<file path="config.mk">
export PLATFORM = sky130hd
export DESIGN_NAME = ex_mem_stage_flat
export DESIGN_NICKNAME = d
export VERILOG_FILES = /design/src/rtl/ex_mem_stage_pkg.sv /design/src/rtl/ex_mem_stage_if.sv /design/src/rtl/ex_mem_exc_ctrl.sv /design/src/rtl/ex_mem_stage.sv /design/src/flat_wrapper.sv
export SDC_FILE = /design/constraint.sdc
export NUM_CORES = 1
export LEC_CHECK = 0
export CAP_MARGIN = 20
export CORE_AREA = 10 10 120 122
export CTS_BUF_LIST = sky130_fd_sc_hd__clkbuf_16
export CTS_CLUSTER_DIAMETER = 150
export DETAILED_ROUTE_END_ITERATION = 10
export DIE_AREA = 0 0 130 132
export PLACE_DENSITY = 0.89
export SETUP_SLACK_MARGIN = 0.4
export SYNTH_ARGS = -nofsm -noshare
export SYNTH_HDL_FRONTEND = slang
export SYNTH_HIERARCHICAL = 1
export SYNTH_SLANG_ARGS = --single-unit
export TNS_END_PERCENT = 50
</file>
<file path="constraint.sdc">
create_clock -name clock -period 3.65 [get_ports clock]
set_clock_uncertainty 0.1 [all_clocks]
set_input_delay 0.5475 -clock clock [delete_from_list [all_inputs] [get_ports clock]]
set_output_delay 0.5475 -clock clock [all_outputs]
set_load 0.02 [all_outputs]
</file>
<file path="src/rtl/ex_mem_stage_pkg.sv">
// ex_mem_stage_pkg
// Shared definitions for the EX/MEM pipeline register: default widths,
// the overflow cause code, exception FSM state encoding and the
// memory-stage control bundle.
package ex_mem_stage_pkg;

  localparam int DEF_DATA_W     = 32;
  localparam int DEF_REG_ADDR_W = 5;
  localparam int DEF_CNT_W      = 8;
  localparam int CAUSE_W        = 5;
  localparam int CTRL_W         = 4;

  // Cause code reported for a signed-arithmetic overflow trap.
  localparam logic [CAUSE_W-1:0] EXC_OVF = 5'd12;

  typedef enum logic [0:0] {
    ST_NORMAL = 1'b0,
    ST_DRAIN  = 1'b1
  } exc_state_e;

  typedef struct packed {
    logic regwrite;
    logic memread;
    logic memwrite;
    logic memtoreg;
  } ctrl_t;

  // A control bit only takes effect for a real instruction.
  function automatic ctrl_t gate_ctrl(input ctrl_t c, input logic valid);
    gate_ctrl = c & {CTRL_W{valid}};
  endfunction

endpackage

</file>
<file path="src/rtl/ex_mem_stage_if.sv">
// ex_mem_stage_if
// Bundle between the execute stage, the EX/MEM register and the memory stage.
//   ex_*  : execute-stage instruction (driven by master, read by slave)
//   mem_* : registered memory-stage instruction (driven by slave)
// Modports: master = upstream/stimulus side, slave = the pipeline register.
interface ex_mem_stage_if
  import ex_mem_stage_pkg::*;
#(
  parameter int DATA_W     = DEF_DATA_W,
  parameter int REG_ADDR_W = DEF_REG_ADDR_W
);
  logic                  ex_valid;
  logic [DATA_W-1:0]     ex_aluout;
  logic                  ex_compout;
  logic                  ex_overflow;
  logic                  ex_ovf_en;
  logic [DATA_W-1:0]     ex_pc;
  logic [DATA_W-1:0]     ex_wdata;
  logic [REG_ADDR_W-1:0] ex_regdst;
  logic                  ex_regwrite;
  logic                  ex_memread;
  logic                  ex_memwrite;
  logic                  ex_memtoreg;

  logic                  mem_valid;
  logic [DATA_W-1:0]     mem_aluout;
  logic [DATA_W-1:0]     mem_wdata;
  logic                  mem_compout;
  logic [REG_ADDR_W-1:0] mem_regdst;
  logic                  mem_regwrite;
  logic                  mem_memread;
  logic                  mem_memwrite;
  logic                  mem_memtoreg;

  modport master (
    output ex_valid, ex_aluout, ex_compout, ex_overflow, ex_ovf_en, ex_pc,
           ex_wdata, ex_regdst, ex_regwrite, ex_memread, ex_memwrite, ex_memtoreg,
    input  mem_valid, mem_aluout, mem_wdata, mem_compout, mem_regdst,
           mem_regwrite, mem_memread, mem_memwrite, mem_memtoreg
  );

  modport slave (
    input  ex_valid, ex_aluout, ex_compout, ex_overflow, ex_ovf_en, ex_pc,
           ex_wdata, ex_regdst, ex_regwrite, ex_memread, ex_memwrite, ex_memtoreg,
    output mem_valid, mem_aluout, mem_wdata, mem_compout, mem_regdst,
           mem_regwrite, mem_memread, mem_memwrite, mem_memtoreg
  );

endinterface

</file>
<file path="src/rtl/ex_mem_exc_ctrl.sv">
// ex_mem_exc_ctrl
// Overflow exception controller for the EX/MEM register.
// Ports:
//   clock, reset          : clock, async active-high reset
//   ex_valid/overflow/ovf_en, ex_pc : trap qualification and EPC source
//   stall, flush, exc_ack : pipeline control and exception acknowledge
//   load_bubble           : datapath must load a bubble on this edge
//   exc_valid/pending/pc/cause/count : registered exception reporting
module ex_mem_exc_ctrl
  import ex_mem_stage_pkg::*;
#(
  parameter int DATA_W = DEF_DATA_W,
  parameter int CNT_W  = DEF_CNT_W
) (
  input  logic               clock,
  input  logic               reset,
  input  logic               ex_valid,
  input  logic               ex_overflow,
  input  logic               ex_ovf_en,
  input  logic [DATA_W-1:0]  ex_pc,
  input  logic               stall,
  input  logic               flush,
  input  logic               exc_ack,
  output logic               load_bubble,
  output logic               exc_valid,
  output logic               exc_pending,
  output logic [DATA_W-1:0]  exc_pc,
  output logic [CAUSE_W-1:0] exc_cause,
  output logic [CNT_W-1:0]   exc_count
);

  localparam logic [CNT_W-1:0] CNT_MAX = {CNT_W{1'b1}};
  localparam logic [CNT_W-1:0] CNT_ONE = {{(CNT_W-1){1'b0}}, 1'b1};

  exc_state_e         state_q, state_d;
  logic               exc_valid_q, exc_valid_d;
  logic [DATA_W-1:0]  exc_pc_q, exc_pc_d;
  logic [CAUSE_W-1:0] exc_cause_q, exc_cause_d;
  logic [CNT_W-1:0]   exc_count_q, exc_count_d;
  logic               trap;

  assign trap = ex_valid & ex_overflow & ex_ovf_en;

  // Next-state, exception capture and bubble strobe; flush > stall > trap.
  always_comb begin
    state_d     = state_q;
    exc_valid_d = 1'b0;
    exc_pc_d    = exc_pc_q;
    exc_cause_d = exc_cause_q;
    exc_count_d = exc_count_q;
    load_bubble = 1'b0;
    if (flush) begin
      load_bubble = 1'b1;
    end else if (stall) begin
      // Registers hold, but an acknowledge still releases DRAIN.
      if ((state_q == ST_DRAIN) && exc_ack) begin
        state_d = ST_NORMAL;
      end else begin
        state_d = state_q;
      end
    end else begin
      case (state_q)
        ST_NORMAL: begin
          if (trap) begin
            load_bubble = 1'b1;
            exc_valid_d = 1'b1;
            exc_pc_d    = ex_pc;
            exc_cause_d = EXC_OVF;
            exc_count_d = (exc_count_q == CNT_MAX) ? exc_count_q : exc_count_q + CNT_ONE;
            state_d     = ST_DRAIN;
          end else begin
            load_bubble = 1'b0;
          end
        end
        ST_DRAIN: begin
          // Squash everything, including the ack cycle itself.
          load_bubble = 1'b1;
          if (exc_ack) begin
            state_d = ST_NORMAL;
          end else begin
            state_d = ST_DRAIN;
          end
        end
        default: begin
          load_bubble = 1'b1;
          state_d     = ST_NORMAL;
        end
      endcase
    end
  end

  // Exception state registers.
  always_ff @(posedge clock or posedge reset) begin
    if (reset) begin
      state_q     <= ST_NORMAL;
      exc_valid_q <= 1'b0;
      exc_pc_q    <= {DATA_W{1'b0}};
      exc_cause_q <= {CAUSE_W{1'b0}};
      exc_count_q <= {CNT_W{1'b0}};
    end else begin
      state_q     <= state_d;
      exc_valid_q <= exc_valid_d;
      exc_pc_q    <= exc_pc_d;
      exc_cause_q <= exc_cause_d;
      exc_count_q <= exc_count_d;
    end
  end

  assign exc_valid   = exc_valid_q;
  assign exc_pending = (state_q == ST_DRAIN);
  assign exc_pc      = exc_pc_q;
  assign exc_cause   = exc_cause_q;
  assign exc_count   = exc_count_q;

endmodule

</file>
<file path="src/rtl/ex_mem_stage.sv">
// ex_mem_stage
// EX/MEM pipeline register behind the ALU with stall, flush and precise
// overflow exceptions.
// Ports:
//   clock, reset     : clock, async active-high reset
//   bus (slave)      : ex_* inputs from execute, mem_* registered outputs
//   stall, flush     : hold registers / load a bubble
//   exc_ack          : controller has taken the pending exception
//   exc_*            : exception pulse, pending flag, EPC, cause, counter
module ex_mem_stage
  import ex_mem_stage_pkg::*;
#(
  parameter int DATA_W     = DEF_DATA_W,
  parameter int REG_ADDR_W = DEF_REG_ADDR_W,
  parameter int CNT_W      = DEF_CNT_W
) (
  input  logic               clock,
  input  logic               reset,
  ex_mem_stage_if.slave      bus,
  input  logic               stall,
  input  logic               flush,
  input  logic               exc_ack,
  output logic               exc_valid,
  output logic               exc_pending,
  output logic [DATA_W-1:0]  exc_pc,
  output logic [CAUSE_W-1:0] exc_cause,
  output logic [CNT_W-1:0]   exc_count
);

  logic load_bubble;
  logic hold;
  ctrl_t ex_ctrl;

  logic                  mem_valid_q, mem_valid_d;
  ctrl_t                 mem_ctrl_q, mem_ctrl_d;
  logic                  mem_compout_q, mem_compout_d;
  logic [DATA_W-1:0]     mem_aluout_q, mem_aluout_d;
  logic [DATA_W-1:0]     mem_wdata_q, mem_wdata_d;
  logic [REG_ADDR_W-1:0] mem_regdst_q, mem_regdst_d;

  ex_mem_exc_ctrl #(.DATA_W(DATA_W), .CNT_W(CNT_W)) u_exc_ctrl (
    .clock       (clock),
    .reset       (reset),
    .ex_valid    (bus.ex_valid),
    .ex_overflow (bus.ex_overflow),
    .ex_ovf_en   (bus.ex_ovf_en),
    .ex_pc       (bus.ex_pc),
    .stall       (stall),
    .flush       (flush),
    .exc_ack     (exc_ack),
    .load_bubble (load_bubble),
    .exc_valid   (exc_valid),
    .exc_pending (exc_pending),
    .exc_pc      (exc_pc),
    .exc_cause   (exc_cause),
    .exc_count   (exc_count)
  );

  // Flush wins over stall, so a flushed stall still loads the bubble.
  assign hold = stall & ~flush;

  // Gather the execute-stage control bits into one bundle.
  always_comb begin
    ex_ctrl = '{regwrite: bus.ex_regwrite, memread: bus.ex_memread,
                memwrite: bus.ex_memwrite, memtoreg: bus.ex_memtoreg};
  end

  // Datapath next value: hold, bubble, or a normal load.
  always_comb begin
    mem_valid_d   = mem_valid_q;
    mem_ctrl_d    = mem_ctrl_q;
    mem_compout_d = mem_compout_q;
    mem_aluout_d  = mem_aluout_q;
    mem_wdata_d   = mem_wdata_q;
    mem_regdst_d  = mem_regdst_q;
    if (hold) begin
      mem_valid_d = mem_valid_q;
    end else if (load_bubble) begin
      mem_valid_d   = 1'b0;
      mem_ctrl_d    = '{default: 1'b0};
      mem_compout_d = 1'b0;
      mem_aluout_d  = {DATA_W{1'b0}};
      mem_wdata_d   = {DATA_W{1'b0}};
      mem_regdst_d  = {REG_ADDR_W{1'b0}};
    end else begin
      mem_valid_d   = bus.ex_valid;
      mem_ctrl_d    = gate_ctrl(ex_ctrl, bus.ex_valid);
      mem_compout_d = bus.ex_compout;
      mem_aluout_d  = bus.ex_aluout;
      mem_wdata_d   = bus.ex_wdata;
      mem_regdst_d  = bus.ex_regdst;
    end
  end

  // EX/MEM datapath registers.
  always_ff @(posedge clock or posedge reset) begin
    if (reset) begin
      mem_valid_q   <= 1'b0;
      mem_ctrl_q    <= '{default: 1'b0};
      mem_compout_q <= 1'b0;
      mem_aluout_q  <= {DATA_W{1'b0}};
      mem_wdata_q   <= {DATA_W{1'b0}};
      mem_regdst_q  <= {REG_ADDR_W{1'b0}};
    end else begin
      mem_valid_q   <= mem_valid_d;
      mem_ctrl_q    <= mem_ctrl_d;
      mem_compout_q <= mem_compout_d;
      mem_aluout_q  <= mem_aluout_d;
      mem_wdata_q   <= mem_wdata_d;
      mem_regdst_q  <= mem_regdst_d;
    end
  end

  assign bus.mem_valid    = mem_valid_q;
  assign bus.mem_aluout   = mem_aluout_q;
  assign bus.mem_wdata    = mem_wdata_q;
  assign bus.mem_compout  = mem_compout_q;
  assign bus.mem_regdst   = mem_regdst_q;
  assign bus.mem_regwrite = mem_ctrl_q.regwrite;
  assign bus.mem_memread  = mem_ctrl_q.memread;
  assign bus.mem_memwrite = mem_ctrl_q.memwrite;
  assign bus.mem_memtoreg = mem_ctrl_q.memtoreg;

endmodule
</file>
<file path="src/flat_wrapper.sv">
// flat-port wrapper written by rule: the top's interface ports become plain ports
module ex_mem_stage_flat import ex_mem_stage_pkg::*;
#(
  parameter int DATA_W     = DEF_DATA_W,
  parameter int REG_ADDR_W = DEF_REG_ADDR_W,
  parameter int CNT_W      = DEF_CNT_W
)
  (clock, reset, stall, flush, exc_ack, exc_valid, exc_pending, exc_pc, exc_cause, exc_count, bus_ex_valid, bus_ex_aluout, bus_ex_compout, bus_ex_overflow, bus_ex_ovf_en, bus_ex_pc, bus_ex_wdata, bus_ex_regdst, bus_ex_regwrite, bus_ex_memread, bus_ex_memwrite, bus_ex_memtoreg, bus_mem_valid, bus_mem_aluout, bus_mem_wdata, bus_mem_compout, bus_mem_regdst, bus_mem_regwrite, bus_mem_memread, bus_mem_memwrite, bus_mem_memtoreg);
  ex_mem_stage_if #(.DATA_W(DATA_W), .REG_ADDR_W(REG_ADDR_W)) bus_i ();
  input  logic clock;
  input  logic reset;
  input  logic stall;
  input  logic flush;
  input  logic exc_ack;
  output logic exc_valid;
  output logic exc_pending;
  output logic [DATA_W-1:0] exc_pc;
  output logic [CAUSE_W-1:0] exc_cause;
  output logic [CNT_W-1:0] exc_count;
  input wire logic [$bits(bus_i.ex_valid)-1:0] bus_ex_valid;
  input wire logic [$bits(bus_i.ex_aluout)-1:0] bus_ex_aluout;
  input wire logic [$bits(bus_i.ex_compout)-1:0] bus_ex_compout;
  input wire logic [$bits(bus_i.ex_overflow)-1:0] bus_ex_overflow;
  input wire logic [$bits(bus_i.ex_ovf_en)-1:0] bus_ex_ovf_en;
  input wire logic [$bits(bus_i.ex_pc)-1:0] bus_ex_pc;
  input wire logic [$bits(bus_i.ex_wdata)-1:0] bus_ex_wdata;
  input wire logic [$bits(bus_i.ex_regdst)-1:0] bus_ex_regdst;
  input wire logic [$bits(bus_i.ex_regwrite)-1:0] bus_ex_regwrite;
  input wire logic [$bits(bus_i.ex_memread)-1:0] bus_ex_memread;
  input wire logic [$bits(bus_i.ex_memwrite)-1:0] bus_ex_memwrite;
  input wire logic [$bits(bus_i.ex_memtoreg)-1:0] bus_ex_memtoreg;
  output wire logic [$bits(bus_i.mem_valid)-1:0] bus_mem_valid;
  output wire logic [$bits(bus_i.mem_aluout)-1:0] bus_mem_aluout;
  output wire logic [$bits(bus_i.mem_wdata)-1:0] bus_mem_wdata;
  output wire logic [$bits(bus_i.mem_compout)-1:0] bus_mem_compout;
  output wire logic [$bits(bus_i.mem_regdst)-1:0] bus_mem_regdst;
  output wire logic [$bits(bus_i.mem_regwrite)-1:0] bus_mem_regwrite;
  output wire logic [$bits(bus_i.mem_memread)-1:0] bus_mem_memread;
  output wire logic [$bits(bus_i.mem_memwrite)-1:0] bus_mem_memwrite;
  output wire logic [$bits(bus_i.mem_memtoreg)-1:0] bus_mem_memtoreg;
  assign bus_i.ex_valid = bus_ex_valid;
  assign bus_i.ex_aluout = bus_ex_aluout;
  assign bus_i.ex_compout = bus_ex_compout;
  assign bus_i.ex_overflow = bus_ex_overflow;
  assign bus_i.ex_ovf_en = bus_ex_ovf_en;
  assign bus_i.ex_pc = bus_ex_pc;
  assign bus_i.ex_wdata = bus_ex_wdata;
  assign bus_i.ex_regdst = bus_ex_regdst;
  assign bus_i.ex_regwrite = bus_ex_regwrite;
  assign bus_i.ex_memread = bus_ex_memread;
  assign bus_i.ex_memwrite = bus_ex_memwrite;
  assign bus_i.ex_memtoreg = bus_ex_memtoreg;
  assign bus_mem_valid = bus_i.mem_valid;
  assign bus_mem_aluout = bus_i.mem_aluout;
  assign bus_mem_wdata = bus_i.mem_wdata;
  assign bus_mem_compout = bus_i.mem_compout;
  assign bus_mem_regdst = bus_i.mem_regdst;
  assign bus_mem_regwrite = bus_i.mem_regwrite;
  assign bus_mem_memread = bus_i.mem_memread;
  assign bus_mem_memwrite = bus_i.mem_memwrite;
  assign bus_mem_memtoreg = bus_i.mem_memtoreg;
  ex_mem_stage #(.DATA_W(DATA_W), .REG_ADDR_W(REG_ADDR_W), .CNT_W(CNT_W)) u_core (.clock(clock), .reset(reset), .bus(bus_i), .stall(stall), .flush(flush), .exc_ack(exc_ack), .exc_valid(exc_valid), .exc_pending(exc_pending), .exc_pc(exc_pc), .exc_cause(exc_cause), .exc_count(exc_count));
endmodule
</file>
==> summary.md <==
| Metric | Value |
|---|---|
| Status | `finished, final reports clean` |
| Cell with the most instances after synthesis | `dfrtp_1` |
| Area Overhead vs Synth | `57.1%` |
| CTS resizes | `0` |
| RSZ-0062 raised after global routing | `no` |
| Worst slew margin | `0.646` |
| Flop pwr share | `0.368` |
| Final setup fails | `0` |
| Mapped Area | `0.00531 mm^2` |
| Switching fraction of total power | `0.264` |
| PortBufs | `232` |
| Reg2reg path depth | `3` |
| PwrDens | `518 mW/mm^2` |
| Setup TNS | `0 ns` |
| Antenna cell count | `0` |
| Wire length on met2 | `8.30 mm` |
| Vias in the first global route | `4361` |
| Global-route wire length before repair | `24.6 mm` |
| Number of setup buffers added after CTS | `0` |
| Mean area per synthesized cell | `14.4 um^2` |
| Setup crit start kind | `input pin` |
| Cts hold-fix bufs | `0` |
| Row Count | `40` |
| Post-synthesis sequential area ratio | `0.556` |
| Placed Area | `0.00772 mm^2` |
| Metal-1 WL | `5.80 mm` |
| Die height | `132 um` |
| Synth area leaders | `dfrtp_1 56%, mux2_4 14%, mux2_2 12%, nor2b_1 8.4%, buf_6 1.9%` |
| Lkg Pwr | `3.79 nW` |
| Final GP Congestion | `0.852` |
| TritonCTS Buffers | `17` |
| Top_reg_cell synth | `dfrtp_1` |
| Later-pin clock latency in the skew report | `0.40 ns` |
| Yosys warns | `6` |
| Ports | `236` |
| Clock Tree Buf Depth | `2` |
| H-tree levels | `4` |
| Reg2Reg Capture Point | `u_core/u_exc_ctrl/exc_pc[8]$_DFFE_PP0P_` |
| Die X | `130 um` |
| Avg WL per Cell | `20.6 um` |
| Core Region | `0.0119 mm^2` |
| NetSw | `1.14 mW` |
| FF-to-FF Start | `u_core/u_exc_ctrl/exc_pending$_DFFE_PP0P_` |
| Final hold violations | `0` |
| DP Worst Slack | `0.942 ns` |
| Final non-filler cell area | `0.00834 mm^2` |
| TritonCTS clock tree | `yes` |
| Via density | `4.93` |
| Minimum clock period | `2.32 ns` |
| CP startpoint | `bus_ex_valid` |
| Period utilization | `0.634` |
| Crit path to | `u_core/bus.mem_valid$_DFFE_PP0N_` |
| Overall power | `4.32 mW` |
| Largest net degree at the start of global routing | `64` |
| Worst slew pin tran | `0.532 ns` |
| HPWL after DPL | `11.9 mm` |
| Logic pwr share | `0.246` |
| Mapped Cells | `370` |
| Critical path arrival | `2.50 ns` |
| Vias post-DR | `3775` |
| Area leader, netlist | `dfrtp_1` |
| Crit Path Max Fanout | `37` |
| Post-synthesis register bit count | `118` |
| Metal3 WL | `1.20 mm` |
| Critical Path RT | `3.83 ns` |
| Placed cell count | `734` |
| Final core utilization | `0.700` |
| Clk pwr share | `0.387` |
| Initial Util | `0.446` |
| Final worst slack | `1.33 ns` |
| Fin nets | `722` |
| Die area | `0.0172 mm^2` |
| Reg2Reg Setup Slack | `1.85 ns` |
| FFs w/ async S/R, synth | `1.00` |
| Slew Viols, Final | `0` |
| Critical Path Max Stage Delay | `0.49 ns` |
| Setup CP Type | `input pin to register` |
| Post-synth cell types | `35` |
| Clock Sinks | `118` |
| Top cells by count, synth | `118 x dfrtp_1, 71 x nor2b_1, 58 x mux2_2, 49 x mux2_4, 9 x buf_6` |
| Max Clk Rate | `432 MHz` |
| Worst setup EP type | `register` |
| Final WL | `15.8 mm` |
| Ratio of cells with drive above 1 in the final layout | `0.239` |
| Peak supply drop | `0.000388 V` |
| # Max-Cap Violations | `0` |
| EDFF count, synth | `0` |
| Grt ovf | `0` |
| DR top layer | `met4` |
| Slowest stage cell, crit path | `clkdlybuf4s50_1` |
| FILL cells | `829` |
| Internal power | `3.18 mW` |
| CP cell instances | `clkdlybuf4s50_1 -> and3_1 -> nor2_1 -> o21bai_4 -> buf_4 -> nor2b_1 -> mux2_2` |
| DR iter-0 viols | `205` |
| Detailed Routing Iterations Pass 1 | `4` |
| HP Class | `input pin to async pin` |
| Fin Hold WS | `0.325 ns` |
| Initial antenna violation count | `0` |
| Non-filler instance count after layout | `766` |
| Share of the synthesized area in the top cell type | `0.556` |
| DR DRC count | `0` |
| Clk slew on worst S/H paths | `0.05 ns` |
| Root buffer cell | `clkbuf_16` |
| GRT Overall Usage | `0.185` |
| Post-DRT Antenna Nets | `0` |
## metal layers
layer  vias up  track usage
met3        28       0.0696
met4         0       0.0819
met1      1868        0.195
li1       1728            -
met5         -            0
met2       151        0.319
## registers in the layout, indices dropped and copies added, names as in the netlist, 5 cells and up
register / cells
u_core/bus.mem_aluout: 32
u_core/bus.mem_regdst: 5
u_core/bus.mem_wdata: 32
u_core/u_exc_ctrl/exc_pc: 32
u_core/u_exc_ctrl/exc_count: 8
## worst min path at each step
stage / slack (ns) / depth (start not counted) / to
6_report: 0.32 / 2 / u_core/bus.mem_wdata[17]$_DFFE_PP0N_
2_1_floorplan: 0.50 / 1 / u_core/u_exc_ctrl/exc_cause[2]$_DFFE_PP0P_
3_3_place_gp: 0.38 / 1 / u_core/u_exc_ctrl/exc_cause[2]$_DFFE_PP0P_
5_1_grt: 0.34 / 2 / u_core/bus.mem_wdata[17]$_DFFE_PP0N_
3_5_place_dp: 0.39 / 1 / u_core/u_exc_ctrl/exc_cause[2]$_DFFE_PP0P_
4_1_cts: 0.40 / 1 / u_core/u_exc_ctrl/exc_cause[2]$_DFFE_PP0P_
## cell type report
type | instances | area [um^2] | share of cell area
Clock inverter | 14 | 168 | 0.0201
Timing Repair Buffer | 239 | 2410 | 0.289
Sequential cell | 118 | 2950 | 0.354
Clock buffer | 17 | 425 | 0.0510
Tap cell | 147 | 184 | 0.0220
Multi-Input combinational cell | 223 | 2170 | 0.261
Inverter | 8 | 31.3 | 0.00375
## cell families after synthesis
| group | synth area share |
|---|---|
| AO/OA/AOI/OAI | 0.0122 |
| XOR/XNOR | 0.00495 |
| adder cells (fa/ha/maj) | 0.00236 |
| buffers and inverters | 0.0384 |
| flip-flops | 0.556 |
| multiplexers | 0.263 |
| other | 0.000706 |
| AND/OR/NAND/NOR | 0.122 |
## cell usage in the layout, fill, tap and decap left out
master	count
clkdlybuf4s50_1	232
nor3_4	1
nand2_1	2
nor2b_1	71
a31o_2	4
o211ai_1	1
nand2_4	1
nor4_1	2
nand2b_1	1
xor2_1	1
mux2_2	58
clkinv_2	3
ha_1	1
nand4_1	4
buf_16	1
nor2_1	2
o21bai_4	1
clkbuf_16	17
dfrtp_1	118
mux2_4	49
mux2i_1	1
inv_1	9
nand2b_4	1
and3_1	2
or3_1	1
nand4bb_1	1
clkinvlp_4	2
nand3_1	3
nand4b_1	1
clkinv_1	4
and4_1	1
and3b_1	4
xnor2_1	2
and2_1	1
buf_4	5
buf_12	1
o21ai_0	3
bufinv_16	4
conb_1	3
## power by group through the flow
stage          clock (mW)  sequential (mW)  combinational (mW)
3_3_place_gp            0             1.59                1.04
4_1_cts              1.70             1.59                1.07
5_1_grt              1.77             1.60                1.12
6_report             1.67             1.59                1.06
3_5_place_dp            0             1.60                1.06
2_1_floorplan           0             1.79               0.306
## critical path: cells and delay by family
family                 cells  cell delay [ns]
muxes                      1             0.31
buffers and inverters      2             0.86
AOI/OAI and AO/OA          1             0.14
and+or+nand+nor            3             0.63
No activity file was read; power rests on OpenSTA's default activity.
